## src/rtl/cpu_pkg.sv

```systemverilog
// ---------------------------------------------------------------------------
// cpu_pkg
// Shared definitions for the single-cycle CPU: opcode constants used by the
// program-counter sequencer, the default program-counter width and the
// sequencer run/halt state encoding.
// Optional feature macro referenced by users of this package: CALL_STACK_EN
// (enables the CALL/RET opcodes in pc_sequencer).
// ---------------------------------------------------------------------------
package cpu_pkg;

    localparam int PC_W_DEFAULT = 10;

    // Flow-control opcodes, instr[15:10]
    localparam logic [5:0] OP_J    = 6'b000100;
    localparam logic [5:0] OP_JZ   = 6'b000101;
    localparam logic [5:0] OP_JNZ  = 6'b000110;
    localparam logic [5:0] OP_HALT = 6'b000111;  // also the no-write bubble
    localparam logic [5:0] OP_CALL = 6'b001000;
    localparam logic [5:0] OP_RET  = 6'b001001;

    typedef enum logic [1:0] {
        ST_IDLE = 2'd0,
        ST_RUN  = 2'd1,
        ST_HALT = 2'd2
    } seq_state_t;

endpackage

```

## src/rtl/ret_stack.sv

```systemverilog
// ---------------------------------------------------------------------------
// ret_stack
// Synchronous LIFO holding return addresses for CALL/RET.
// Ports:
//   clk    in   rising-edge clock
//   reset  in   synchronous active-low reset; empties the stack
//   push   in   write din on top (ignored when full)
//   pop    in   discard top entry (ignored when empty)
//   din    in   W-bit value to push
//   dout   out  W-bit current top entry (combinational, valid when !empty)
//   full   out  D entries stored
//   empty  out  no entries stored
// ---------------------------------------------------------------------------
module ret_stack #(
    parameter int W = 10,
    parameter int D = 4
) (
    input  logic         clk,
    input  logic         reset,
    input  logic         push,
    input  logic         pop,
    input  logic [W-1:0] din,
    output logic [W-1:0] dout,
    output logic         full,
    output logic         empty
);

    localparam int AW = (D > 1) ? $clog2(D) : 1;
    localparam int SW = $clog2(D + 1);

    logic [W-1:0]  r_mem [D];
    logic [SW-1:0] r_sp;           // number of stored entries
    logic [AW-1:0] w_wr_idx;
    logic [AW-1:0] w_top_idx;

    assign w_wr_idx  = AW'(r_sp);
    assign w_top_idx = AW'(r_sp - SW'(1));
    assign full      = (r_sp == SW'(D));
    assign empty     = (r_sp == '0);
    assign dout      = r_mem[w_top_idx];

    always_ff @(posedge clk) begin
        if (!reset) begin
            r_sp <= '0;
        end else if (push && !full) begin
            r_sp <= r_sp + SW'(1);
        end else if (pop && !empty) begin
            r_sp <= r_sp - SW'(1);
        end
    end

    // Storage carries no reset: only entries below r_sp are ever read.
    always_ff @(posedge clk) begin
        if (reset && push && !full) begin
            r_mem[w_wr_idx] <= din;
        end
    end

endmodule

```

## src/rtl/pc_sequencer.sv

```systemverilog
// ---------------------------------------------------------------------------
// pc_sequencer
// Instruction-fetch / program-counter sequencer for the single-cycle CPU.
// Presents pc to instruction memory, forwards the opcode to the control unit
// and selects the next pc (increment, J, JZ, JNZ, optional CALL/RET). Owns
// the registered zero flag and the IDLE/RUN/HALT state machine.
// Optional feature: define CALL_STACK_EN to enable CALL/RET with a STACK_D
// deep return stack; otherwise those opcodes are illegal.
// Ports:
//   clk      in   rising-edge clock
//   reset    in   synchronous active-low reset
//   start    in   pulse: leave IDLE/HALT, execute from pc 0
//   instr    in   16-bit instruction at address pc
//   s_inc    in   1 = sequential instruction, 0 = flow control
//   wez      in   zero-flag write enable
//   z        in   ALU zero for the current instruction
//   pc       out  instruction address (registered)
//   opcode   out  instr[15:10] in RUN, else the no-write bubble 000111
//   zflag    out  registered zero flag
//   running  out  state is RUN
//   halted   out  state is HALT
//   fault    out  sticky illegal-opcode / stack fault
// ---------------------------------------------------------------------------
module pc_sequencer
    import cpu_pkg::*;
#(
    parameter int PC_W    = PC_W_DEFAULT,
    parameter int STACK_D = 4
) (
    input  logic            clk,
    input  logic            reset,
    input  logic            start,
    input  logic [15:0]     instr,
    input  logic            s_inc,
    input  logic            wez,
    input  logic            z,
    output logic [PC_W-1:0] pc,
    output logic [5:0]      opcode,
    output logic            zflag,
    output logic            running,
    output logic            halted,
    output logic            fault
);

    seq_state_t      r_state;
    seq_state_t      w_state_nxt;
    logic [PC_W-1:0] r_pc;
    logic [PC_W-1:0] w_pc_nxt;
    logic [PC_W-1:0] w_pc_inc;
    logic [PC_W-1:0] w_target;
    logic [5:0]      w_op;
    logic            r_zflag;
    logic            r_fault;
    logic            w_fault_set;
    logic            w_restart;

    assign w_op      = instr[15:10];
    assign w_target  = instr[PC_W-1:0];
    assign w_pc_inc  = r_pc + PC_W'(1);   // wraps naturally at 2^PC_W
    // start only has effect outside RUN; it also clears zflag, fault, stack.
    assign w_restart = (r_state != ST_RUN) && start;

`ifdef CALL_STACK_EN
    logic            w_push;
    logic            w_pop;
    logic            w_full;
    logic            w_empty;
    logic [PC_W-1:0] w_stack_top;

    ret_stack #(
        .W (PC_W),
        .D (STACK_D)
    ) u_ret_stack (
        .clk   (clk),
        .reset (reset && !w_restart),
        .push  (w_push),
        .pop   (w_pop),
        .din   (w_pc_inc),
        .dout  (w_stack_top),
        .full  (w_full),
        .empty (w_empty)
    );
`endif

    always_comb begin
        w_state_nxt = r_state;
        w_pc_nxt    = r_pc;
        w_fault_set = 1'b0;
`ifdef CALL_STACK_EN
        w_push      = 1'b0;
        w_pop       = 1'b0;
`endif
        case (r_state)
            ST_IDLE, ST_HALT: begin
                if (start) begin
                    w_state_nxt = ST_RUN;
                    w_pc_nxt    = '0;
                end
            end
            ST_RUN: begin
                if (s_inc) begin
                    w_pc_nxt = w_pc_inc;
                end else begin
                    case (w_op)
                        OP_J:    w_pc_nxt = w_target;
                        // Branches test the flag registered by an earlier
                        // instruction, not the current z.
                        OP_JZ:   w_pc_nxt = r_zflag  ? w_target : w_pc_inc;
                        OP_JNZ:  w_pc_nxt = !r_zflag ? w_target : w_pc_inc;
                        OP_HALT: w_state_nxt = ST_HALT;
`ifdef CALL_STACK_EN
                        OP_CALL: begin
                            if (w_full) begin
                                w_fault_set = 1'b1;
                                w_state_nxt = ST_HALT;
                            end else begin
                                w_push   = 1'b1;
                                w_pc_nxt = w_target;
                            end
                        end
                        OP_RET: begin
                            if (w_empty) begin
                                w_fault_set = 1'b1;
                                w_state_nxt = ST_HALT;
                            end else begin
                                w_pop    = 1'b1;
                                w_pc_nxt = w_stack_top;
                            end
                        end
`endif
                        default: begin
                            w_fault_set = 1'b1;
                            w_state_nxt = ST_HALT;
                        end
                    endcase
                end
            end
            default: w_state_nxt = ST_IDLE;
        endcase
    end

    always_ff @(posedge clk) begin
        if (!reset) begin
            r_state <= ST_IDLE;
            r_pc    <= '0;
            r_zflag <= 1'b0;
            r_fault <= 1'b0;
        end else begin
            r_state <= w_state_nxt;
            r_pc    <= w_pc_nxt;
            if (w_restart) begin
                r_zflag <= 1'b0;
            end else if (r_state == ST_RUN && wez) begin
                r_zflag <= z;
            end
            if (w_restart) begin
                r_fault <= 1'b0;
            end else if (w_fault_set) begin
                r_fault <= 1'b1;
            end
        end
    end

    assign pc      = r_pc;
    assign opcode  = (r_state == ST_RUN) ? w_op : OP_HALT;
    assign zflag   = r_zflag;
    assign running = (r_state == ST_RUN);
    assign halted  = (r_state == ST_HALT);
    assign fault   = r_fault;

endmodule

```

## config.mk

```make
export PLATFORM = sky130hd
export DESIGN_NAME = pc_sequencer
export DESIGN_NICKNAME = d
export VERILOG_FILES = /design/src/rtl/cpu_pkg.sv /design/src/rtl/ret_stack.sv /design/src/rtl/pc_sequencer.sv
export SDC_FILE = /design/constraint.sdc
export NUM_CORES = 1
export LEC_CHECK = 0
export CELL_PAD_IN_SITES_DETAIL_PLACEMENT = 2
export CELL_PAD_IN_SITES_GLOBAL_PLACEMENT = 2
export CORE_UTILIZATION = 24
export DETAILED_ROUTE_END_ITERATION = 12
export PLACE_DENSITY = 0.94
export SLEW_MARGIN = 20
export SYNTH_ARGS = -nofsm -noshare
export SYNTH_HDL_FRONTEND = slang
export SYNTH_SLANG_ARGS = --single-unit
```

## constraint.sdc

```tcl
create_clock -name clk -period 2.45 [get_ports clk]
set_input_delay 0.735 -clock clk [delete_from_list [all_inputs] [get_ports clk]]
set_output_delay 0.735 -clock clk [all_outputs]
set_load 0.05 [all_outputs]
```

==> metrics.csv <==
metric;value;unit
outcome;finished, final reports clean;
GR Overflow Total;0;
antenna-violating nets left;0;
hold buffers post-CTS;0;
PwrDens;411;nW/um^2
critical path arrival;1.62;ns
Total Power;637;uW
required time worst endpoint;1.71;ns
initial antenna violation count;0;
ANT cells;0;
total number of vias;1020;
Clk Tree Root Cell;clkbuf_8;
Routed WL;3590;um
flops & latches, synth;14;
Tot GR Track Use;18.4;%
Worst Setup Start Kind;input pin;
area grow syn2layout;69.8;%
Unique masters post-synth;31;
Hold Crit Endpoint;pc[9];
global placer's final weighted congestion;0.771;
number of port buffers;41;
Post-synth ARST share;0;%
share of cells above drive strength 1;15.1;%
Synth Cell Area;912;um^2
worst-path fanout max;2;
H-tree levels;1;
full die area;4050;um^2
TritonCTS clock tree;yes;
hold wc startpoint;pc[9];
TritonRoute pass-1 iters;2;
CTS Buf Count;3;
site row count;22;
post-synthesis mux area share;11.0;%
fin nets;177;
final slew viol count;0;
hold path depth;1;
clock skew;0.00523;ns
Post-Syn Nets;127;
largest family of logic cells by synthesized area;simple AND/OR/NAND/NOR gates;
Post-synth EDFFs;0;
Die H;63.7;um
Chip Width;63.7;um
Worst R2R End;pc[5];
Post-Synth XOR/XNOR Area;0;%
crit end category;output port;
MaxCap Viol Count;0;
DR DRC count;0;
Worst Reg-to-Reg Cells;6;
Max clock buf depth;2;
final std cells w/o fill;200;
Ys Warns;0;
RSZ-0062 raised after global routing;no;
Storage cell area;280;um^2
worst slew pin tran;0.524;ns
CTS clk-pin slew, worst paths;0.06;ns
Tcrit/Tclk final;96.0;%
clk_lat worst skew;0.24;ns
post-DR wirelength/cell;18.0;um
maximum VDD drop;154;uV
Starting Density;24.9;%
first-pass GRT wire length;5690;um
Critical Setup Path Class;in2out;
largest net degree at the start of global routing;13;
DR vias/cell;5.10;
multi-input logic area;603;um^2
Ports;42;
average size of a mapped cell;8.77;um^2
final worst path period need;2.35;ns
number of fillers in the final layout;396;
clk sink count;14;
Setup violations, final;0;
placed cells;196;
Hold WC Path Type;reg2reg;
FMAX;425;MHz
hpwl dp;2820;um
Starting DRT DRC Count;16;
Post-synth top flop;dfxtp_1;
Compound-Gate Fraction of Synth Area;23.9;%
Hold Vio Cnt, Final;0;
total core area;3660;um^2
Slew headroom;64.9;%
post-synthesis simple-gate area fraction;28.9;%
flop2flop setup slack;0.52;ns
Worst R2R Start;r_state[1];
Leak Pwr;0.000593;uW
Mapped Cells;104;
Seq/Total Area, Yosys;30.7;%
post-synthesis adder-cell area fraction;1.37;%
vias in the first global route;1209;
==> worst max path at each step <==
stage                          start         to  slack [ns]  cells past startpoint
after floorplan           r_state[1]  opcode[3]        0.28                      4
after global placement     instr[15]      pc[1]        -0.1                      6
after detailed placement   instr[15]      pc[4]       -0.21                      6
after CTS                  instr[15]      pc[3]        0.03                      6
after global routing      r_state[1]     halted        0.04                      2
final                      instr[15]  opcode[5]         0.1                      3
==> per-stage QoR <==
| stage | utilization, % | setup TNS [ns] | cell area [um^2] | hold slack (ns) | setup WS (ns) |
|---|---|---|---|---|---|
| finish | 42.3 | 0 | 1550 | 0.492 | 0.0975 |
| floorplan | - | 0 | 913 | 0.683 | 0.280 |
| CTS | 41.5 | 0 | 1520 | 0.497 | 0.0286 |
| global route | 42.3 | 0 | 1550 | 0.513 | 0.0369 |
| global placement | 40.4 | -0.763 | 1480 | 0.487 | -0.0963 |
| detailed placement | 40.4 | -1.86 | 1480 | 0.488 | -0.214 |
==> power by group <==
| group | internal, uW | leakage (uW) | switching (uW) | total (uW) |
|---|---|---|---|---|
| Combinational | 99.0 | 0.000458 | 106 | 205 |
| Clock | 109 | 0.0000216 | 82.2 | 191 |
| Sequential | 234 | 0.000113 | 6.99 | 241 |
| Total | 442 | 0.000593 | 195 | 637 |
==> flip-flops by register name, summed over array words and instances, names as in the netlist <==
register / count
pc: 10
r_state: 2
fault: 1
zflag: 1
==> layout make-up <==
class	instances	area share, %
clock buffers	3	2.67
inverters	5	1.21
multi-input cells	82	38.9
flip-flops and latches	14	18.1
well taps	48	3.88
repair buffers	48	35.2
==> worst max-delay path, cell delays in order <==
cell and delay (ns):
clkdlybuf4s50_1 0.54, and2_1 0.20, buf_12 0.15
==> kinds of logic (layout without fill, tap and decap cells) <==
| group | after synthesis | count (layout) |
|---|---|---|
| AND/OR/NAND/NOR | 44 | 44 |
| multiplexers | 10 | 10 |
| adder cells (fa/ha/maj) | 1 | 1 |
| AO/OA/AOI/OAI | 27 | 27 |
| flip-flops | 14 | 14 |
| buffers and inverters | 8 | 56 |
==> Yosys cell counts, types with 2 or more instances <==
cell type | n | area share, %
o21ai_0 | 8 | 4.4
nand2_1 | 6 | 2.5
a21oi_1 | 2 | 1.1
nand3b_1 | 2 | 1.6
o2bb2ai_1 | 8 | 7.7
o22ai_1 | 2 | 1.4
clkbuf_1 | 2 | 0.82
dfxtp_1 | 14 | 31
mux2i_1 | 10 | 11
nand3_1 | 5 | 2.7
and3_1 | 3 | 2.1
and2_1 | 4 | 2.7
inv_1 | 5 | 2.1
nand2b_1 | 5 | 3.4
nor2b_1 | 7 | 4.8
nor2_1 | 3 | 1.2
nor3_1 | 4 | 2.2
==> timing repair <==
item	4_1_cts	5_1_grt
setup buffers	0	1
endpoints found under the setup margin	0	7
gates resized for setup	0	4
==> cells in the final DEF (no fill, tap or decap), types with 2 or more instances in the layout <==
cell type,instances
clkdlybuf4s50_1,34
dfxtp_1,14
mux2i_1,10
o2bb2ai_1,8
buf_12,8
nor2b_1,7
nand2_1,6
o21ai_0,6
buf_4,6
nand2b_1,5
inv_1,5
nand3_1,5
and2_1,4
nor3_1,4
and3_1,3
nor2_1,3
clkbuf_8,3
a21oi_1,2
nand3b_1,2
o21ai_1,2
o22ai_1,2
==> per-layer routing <==
layer,global-route usage [%],up-vias,routed length [um]
met5,0,-,0
met4,5.97,0,10
met3,3.80,2,139
met2,37.4,34,2030
met1,17.8,502,1410
li1,-,482,-
(Power assumes the default switching activity.)
